File: src/rtl/boot_loader_pkg.sv
// boot_loader_pkg: shared state encoding and framing constants for the imem boot loader
package boot_loader_pkg;
  typedef enum logic [2:0] {S_LEN0, S_LEN1, S_DATA, S_CSUM, S_DONE, S_ERR} state_t;
  localparam int BYTES_PER_WORD = 4;
  localparam logic [7:0] CSUM_INIT = 8'h00;
endpackage

File: src/rtl/byte_to_word_packer.sv
// byte_to_word_packer: assembles little-endian bytes into 32-bit words
module byte_to_word_packer
  import boot_loader_pkg::*;
(
  input  logic        clk,
  input  logic        rst,
  input  logic        clr,
  input  logic        accept,
  input  logic [7:0]  data,
  output logic        word_valid,
  output logic [31:0] word
);
  localparam int IW = $clog2(BYTES_PER_WORD);
  logic [IW-1:0] r_idx;
  logic [31:0]   r_word;
  // the incoming byte is merged combinationally so the completed word is available on its own accept edge
  always_comb begin
    word = r_word;
    word[{r_idx, 3'b000} +: 8] = data;
  end
  assign word_valid = accept && (r_idx == IW'(BYTES_PER_WORD - 1));
  always_ff @(posedge clk or posedge rst)
    if (rst) begin
      r_idx  <= '0;
      r_word <= '0;
    end else if (clr) begin
      r_idx  <= '0;
      r_word <= '0;
    end else if (accept) begin
      r_idx  <= r_idx + IW'(1);
      r_word <= word;
    end
endmodule

File: src/rtl/imem_boot_loader.sv
// imem_boot_loader: loads a length-prefixed, XOR-checked byte stream into instruction memory
module imem_boot_loader
  import boot_loader_pkg::*;
#(
  parameter int ADDR_WIDTH = 8
) (
  input  logic                  clk,
  input  logic                  rst,
  input  logic                  in_valid,
  input  logic [7:0]            in_data,
  output logic                  in_ready,
  input  logic                  load_req,
  output logic                  imem_we,
  output logic [ADDR_WIDTH-1:0] imem_addr,
  output logic [31:0]           imem_wdata,
  output logic                  core_rst_n,
  output logic                  busy,
  output logic                  done,
  output logic                  err
);
  state_t                r_state, w_next;
  logic [15:0]           r_count;
  logic [ADDR_WIDTH-1:0] r_ptr;
  logic [7:0]            r_csum;
  logic                  w_acc, w_restart, w_word_valid, w_last_word;
  logic [15:0]           w_len;
  logic [31:0]           w_word;
  assign in_ready    = r_state inside {S_LEN0, S_LEN1, S_DATA, S_CSUM};
  assign busy        = in_ready;
  assign w_acc       = in_valid && in_ready;
  assign w_restart   = load_req && (r_state inside {S_DONE, S_ERR});
  assign w_len       = {in_data, r_count[7:0]};
  assign w_last_word = w_word_valid && (17'(r_ptr) + 17'd1 == 17'(r_count));
  byte_to_word_packer u_packer (
    .clk        (clk),
    .rst        (rst),
    .clr        (w_restart),
    .accept     (w_acc && r_state == S_DATA),
    .data       (in_data),
    .word_valid (w_word_valid),
    .word       (w_word)
  );
  always_comb begin
    w_next = r_state;
    unique case (r_state)
      S_LEN0:  w_next = w_acc ? S_LEN1 : S_LEN0;
      S_LEN1:  if (w_acc) w_next = (17'(w_len) > (17'd1 << ADDR_WIDTH)) ? S_ERR : (w_len == '0) ? S_CSUM : S_DATA;
      S_DATA:  if (w_last_word) w_next = S_CSUM;
      S_CSUM:  if (w_acc) w_next = (in_data == r_csum) ? S_DONE : S_ERR;
      default: if (load_req) w_next = S_LEN0;
    endcase
  end
  // status flags follow the state being entered so they update on the same edge
  always_ff @(posedge clk or posedge rst)
    if (rst) begin
      r_state    <= S_LEN0;
      imem_we    <= 1'b0;
      imem_addr  <= '0;
      imem_wdata <= '0;
      core_rst_n <= 1'b0;
      done       <= 1'b0;
      err        <= 1'b0;
      r_count    <= '0;
      r_ptr      <= '0;
      r_csum     <= CSUM_INIT;
    end else begin
      r_state    <= w_next;
      imem_we    <= w_word_valid;
      done       <= w_next == S_DONE;
      err        <= w_next == S_ERR;
      core_rst_n <= w_next == S_DONE;
      if (w_word_valid) begin
        imem_addr  <= r_ptr;
        imem_wdata <= w_word;
        r_ptr      <= r_ptr + ADDR_WIDTH'(1);
      end
      if (w_acc && r_state == S_LEN0) r_count[7:0] <= in_data;
      if (w_acc && r_state == S_LEN1) r_count[15:8] <= in_data;
      if (w_acc && r_state == S_DATA) r_csum <= r_csum ^ in_data;
      if (w_restart) begin
        r_count <= '0;
        r_ptr   <= '0;
        r_csum  <= CSUM_INIT;
      end
    end
endmodule

File: config.mk
export PLATFORM = sky130hd
export DESIGN_NAME = imem_boot_loader
export DESIGN_NICKNAME = d
export VERILOG_FILES = /design/src/rtl/boot_loader_pkg.sv /design/src/rtl/byte_to_word_packer.sv /design/src/rtl/imem_boot_loader.sv
export SDC_FILE = /design/constraint.sdc
export NUM_CORES = 1
export LEC_CHECK = 0
export ABC_CLOCK_PERIOD_IN_PS = 7970
export CELL_PAD_IN_SITES_DETAIL_PLACEMENT = 0
export CELL_PAD_IN_SITES_GLOBAL_PLACEMENT = 1
export CORE_UTILIZATION = 35
export CTS_CLUSTER_SIZE = 28
export DETAILED_ROUTE_END_ITERATION = 8
export PLACE_DENSITY_LB_ADDON = 0.1
export SETUP_SLACK_MARGIN = 0.05
export SKIP_LAST_GASP = 1
export SYNTH_ARGS = -nofsm -noshare
export SYNTH_HDL_FRONTEND = slang
export SYNTH_HIERARCHICAL = 1
export SYNTH_SLANG_ARGS = --single-unit
export TNS_END_PERCENT = 1
File: constraint.sdc
create_clock -name clk -period 7.97 [get_ports clk]
set_input_delay 2.391 -clock clk [delete_from_list [all_inputs] [get_ports clk]]
set_output_delay 2.391 -clock clk [all_outputs]
set_load 0.02 [all_outputs]
==> metrics.txt <==
status=finished, final reports clean; dpl hpwl=8640 um; arrival time at the worst endpoint=5580 ps; Worst path slowest cell=clkdlybuf4s50_1; CTS Root Cell=clkbuf_16; die height=128 um; ys flop type=dfrtp_1; gr ovfl total=0; Post-synth top cells=dfrtp_1 (112), nand2_1 (49), mux2_2 (40); Avg WL per Cell=17.6 um; Rows=45; CTS buffer count=9; Syn Nets=525; max-slew violations=0; Cell variety after synth=55; Starting Density=0.361; # IOs=58; startpoint types=input port; PwrDens=215 nW/um^2; Tcrit/Tclk final=0.664; placed cell area=6210 um^2; Seq/Total Area, Yosys=0.507; Cells after Synth=507; worst-path fanout max=34; syn_area_per_cell=10.9 um^2; yosys warns=6; top-area cell type share of the netlist area=0.507; non-filler instance count after layout=760; Longest Clk Path Bufs=2; Hold Path Cell Cnt=1; initial antenna violation count=0; worst hold-check path type=reg2reg; gr usage total=0.178; Reg power frac=0.477; total placed cells including tap cells=744; asr flop ratio synth=1.00; critical path buffer and inverter count=4; Psw=0.000411 W; hold_buf cts=0; ANT nets after route=0; drc violations=0; setup ws final=2680 ps; Critical Path RT=8260 ps; LEAKAGE=2.92 nW; largest stage delay on the critical path=500 ps; most frequent CP cell=nor4_2; Min Clock Period, post-route=5290 ps; Resize count post-CTS=0; DRT Pass-1 Iters=5; RSZ-0062 raised after global routing=no; share of post-route cells with drive strength above 1=0.151; Clk pwr share=0.330; Chip Width=128 um; maxcap violations=0; DR vias=4,027; top-count cell post-synth=dfrtp_1; via/cell ratio=5.30; critical path depth=12; Port Buffers=57; post-layout instance area=6510 um^2; core area=15,300 um^2; number of global-route vias before repair=4,034; Die ar.=16,300 um^2; worst path cell trace=clkdlybuf4s50_1 > and2b_2 > nand3_1 > inv_1 > buf_4 > nand2_1 > inv_2 > or4b_1 > nor4_2 > nand4_1 > nor4_2 > a41o_1; final hold vios=0; maximum operating frequency=189 MHz; clock sinks=112; CTS tree=done; EDFF count, synth=0; worst slack, placed=2310 ps; Largest delay share family, worst path=simple AND/OR/NAND/NOR gates; routability congestion estimate=0.725; first-pass GRT wire length=22,200 um; area leader, netlist=dfrtp_1; count of final setup violators=0; largest net degree at the start of global routing=57; Clock transition at path regs=70 ps; area delta synth->final=17.9%; routed wire length=13,400 um; Reg2Reg Depth=11; Skew-Pair Late Insertion Delay=350 ps; nets=562; Synth area leaders=dfrtp_1 (51%), mux2_2 (8.2%), a22o_1 (3.8%); Worst Clk Skew=5.39 ps; Total Power=0.00140 W; Comb pwr share=0.193; Cell Area, Synth=5520 um^2; DRT iter0 DRCs=218; Crit. End Element=flop; post-synthesis register bit count=112; ant diodes=0; setup bufs post-CTS=0; Peak VDD IR=152 uV; Max-Slew Margin vs Limit=0.355; Worst-Margin Slew=960 ps; switching share of power=0.294; kind of critical path=in2reg; setup TNS=0 ps; cell internal pwr=0.000986 W; number of H-tree levels=3
[state kept, by name, indices dropped and copies added (netlist names)]
register / count
imem_wdata: 32
u_packer/r_word: 32
r_count: 16
imem_addr: 8
r_csum: 8
r_ptr: 8
r_state: 3
u_packer/r_idx: 2
done: 1
err: 1
imem_we: 1
[worst paths after layout]
| kind | from | end | slack, ps |
|---|---|---|---|
| max | in_valid | r_state[0] | 2680 |
| min | imem_wdata[27] | imem_wdata[27] | 510 |
| max reg2reg | r_state[2] | r_state[0] | 4650 |
| min reg2reg | imem_wdata[27] | imem_wdata[27] | 510 |
| max in group asynchronous | rst | imem_wdata[26] | 4550 |
| min in group asynchronous | rst | imem_wdata[31] | 2360 |
[cells in the final DEF (no fill, tap or decap), drive strengths merged, types with 7 or more instances in the layout]
cell,count
nor3b,8
a32oi,19
dfrtp,112
nor2,32
a21oi,20
nor4,8
inv,19
mux2,40
a21o,9
nand3,7
xnor2,13
nand2,49
a22o,32
clkbuf,13
o21ai,20
xor2,11
nand4,13
clkdlybuf4s50,57
[metrics by stage]
step                hold WS (ps)  utilization
global route                 530        0.425
global placement             486        0.406
finish                       506        0.425
CTS                          509        0.425
detailed placement           488        0.406
floorplan                    465            -
[per-layer routing]
metal	wire length [um]	vias up	global-route usage
met5	0	-	0
li1	-	1897	-
met2	6900	61	0.312
met3	443	11	0.0402
met4	146	0	0.0415
met1	5910	2058	0.221
[cell type report]
| cell class | count | area [um^2] |
|---|---|---|
| repair buffers | 63 | 616 |
| fillers | 1508 | 8800 |
| multi-input cells | 337 | 2450 |
| clock inverters | 3 | 40.0 |
| well taps | 211 | 264 |
| clock buffers | 13 | 260 |
| inverters | 21 | 80.1 |
| flip-flops and latches | 112 | 2800 |
[power groups by stage]
stage | Combinational, W | Clock, W | Sequential [W]
final | 0.000269 | 0.000462 | 0.000667
after global routing | 0.000298 | 0.000503 | 0.000675
after CTS | 0.000274 | 0.000481 | 0.000666
after detailed placement | 0.000273 | 0 | 0.000677
after global placement | 0.000271 | 0 | 0.000675
after floorplan | 0.000188 | 0 | 0.000668
[logic make-up (layout without fill, tap and decap cells)]
family / after synthesis / in the layout / share of synthesized area
adder cells (fa/ha/maj): 6 / 6 / 0.0136
flip-flops: 112 / 112 / 0.507
XOR/XNOR: 24 / 24 / 0.0381
AO/OA/AOI/OAI: 112 / 112 / 0.150
AND/OR/NAND/NOR: 151 / 151 / 0.152
multiplexers: 44 / 44 / 0.0888
buffers and inverters: 58 / 100 / 0.0496
[worst reg2reg max path, cell delays in order, from the launching register on]
cell,delay [ps]
dfrtp_1,470
and2b_2,270
nand3_1,430
inv_1,160
buf_4,350
nand2_1,310
inv_2,120
or4b_1,460
nor4_2,220
nand4_1,140
nor4_2,150
a41o_1,190
Power figures use the tool's default switching activity.
==> RTL edit, RTL diff (same flow settings) <==
Register the output `err` once more, cleared by the reset; this adds one clock of latency there. The other outputs are not delayed to match.
--- a/src/rtl/imem_boot_loader.sv
+++ b/src/rtl/imem_boot_loader.sv
@@ -20,2 +20,4 @@
 );
+
+  logic err_s0;
   state_t                r_state, w_next;
@@ -61,3 +63,3 @@
       done       <= 1'b0;
-      err        <= 1'b0;
+      err_s0     <= 1'b0;
       r_count    <= '0;
@@ -69,3 +71,3 @@
       done       <= w_next == S_DONE;
-      err        <= w_next == S_ERR;
+      err_s0     <= w_next == S_ERR;
       core_rst_n <= w_next == S_DONE;
@@ -85,2 +87,10 @@
     end
+  always_ff @(posedge clk or posedge rst) begin
+    if (rst) begin
+      err <= '0;
+    end else begin
+      err <= err_s0;
+    end
+  end
+
 endmodule
Check against the original RTL: not equivalent (Yosys sat finds a counterexample within 4 cycles, from zero or initial values and one cycle with rst high).
==> RTL edit against the original RTL <==
- first-iteration DRC count increased by 30%
- synthesized cell count increased by 2.2%
- area after synthesis grew 1.6%
- combinational power is essentially flat
- sequential cell count rose by 1
- utilization is 2.0 points higher
- global-route usage increased by 0.60 points
- final area grew 5.6%
- wire length rose by 4.0%
- fmax is 4.1% lower
- count of clock-buffer cells in the layout increased by 8
- power is 22% higher
- clock power up 65%
- worst setup slack worse by 220 ps
- critical path type unchanged
==> RTL edit: results (changes against the original RTL) <==
| Metric | Value |
|---|---|
| Placer congestion estimate | 0.739 (+1.9%) |
| CTS Buf Count | 17 (+8) |
| Status | complete, no violations |
| Pin count of the biggest net entering global routing | 80 (+40%) |
| Drt first pass iters | 4 (-1) |
| Final #Nets | 575 (+2.3%) |
| Worst path slowest cell | inv_2 |
| FILL cells | 1,513 (+0.33%) |
| Sequential fraction of the synthesis area | 0.504 (-0.00335) |
| First-pass GRT wire length | 23.1 mm (+4.1%) |
| Total Routing Usage GR | 0.184 (+0.00597) |
| Cell family with most CP delay | buffers and inverters |
| Sw Share | 0.274 (-0.0204) |
| Iteration-0 DRC Markers | 284 (+30%) |
| DP HPWL | 8.79 mm (+1.7%) |
| Synth unique cells | 50 (-9.1%) |
| Via count | 4,125 (+2.4%) |
| Critical path fanouts, max | 35 (+2.9%) |
| H-tree depth | 4 (+1) |
| Synth top cells by count | dfrtp_1, nand2_1, mux2_2 |
| Worst Skew | 8.57 ps (+3.18 ps) |
| Slew @ Worst Pin | 1050 ps (+86.2 ps) |
| Lkg Pwr | 3.09 nW (+5.9%) |
| Syn nets | 536 (+2.1%) |
| Layout cells sized above 1 | 0.163 (+0.0123) |
| Max VDD drop | 0.147 mV (-3.3%) |
[RTL edit: metrics by stage]
stage,cells,hold WS [ps],instance area (um^2),power (mW)
6_report,780,360,6870,1.71
5_1_grt,780,373,6870,1.79
4_1_cts,780,368,6870,1.73
3_5_place_dp,749,357,6280,0.958
3_3_place_gp,749,336,6280,0.952
2_1_floorplan,518,331,5610,0.871
[RTL edit: final timing paths]
check,cells past startpoint,to,from,slack (ps)
max,9,imem_wdata[15],in_valid,2450
min,0,err,err_s0,360
max reg2reg,7,imem_wdata[15],r_state[1],4480
min reg2reg,0,err,err_s0,360
max in group asynchronous,3,r_ptr[0],rst,4620
min in group asynchronous,3,u_packer/r_word[22],rst,2460
[RTL edit: logic make-up (layout without fill, tap and decap cells)]
family / after synthesis / count (layout) / share of synthesized area
simple gates: 155 / 155 / 0.158
flops: 113 / 113 / 0.504
compound gates: 112 / 112 / 0.147
buf+inv: 63 / 114 / 0.0517
mux: 44 / 44 / 0.0874
xor+xnor: 25 / 25 / 0.0390
fa+ha+maj: 6 / 6 / 0.0134
[RTL edit: metal layers]
layer,routed length [um],vias to the layer above,global-route usage,share of wire
met2,6970,52,0.307,0.50
met4,105,0,0.0457,0.0075
met5,0,-,0,0
met1,6570,2125,0.237,0.47
li1,-,1940,-,-
met3,294,8,0.0470,0.021
[RTL edit: final cells by class]
type                            instances  area share
Clock buffer                           21      0.0670
Multi-Input combinational cell        342       0.363
Inverter                               21      0.0116
Sequential cell                       113       0.411
Timing Repair Buffer                   62      0.0885
Tap cell                              211      0.0384
Clock inverter                         10      0.0197
[RTL edit: power by group through the flow]
stage                     Clock [mW]  Sequential [mW]  Combinational, mW
after floorplan                    0            0.667              0.204
after global placement             0            0.683              0.270
after detailed placement           0            0.684              0.273
after CTS                      0.784            0.675              0.274
after global routing           0.810            0.681              0.299
final                          0.762            0.674              0.270
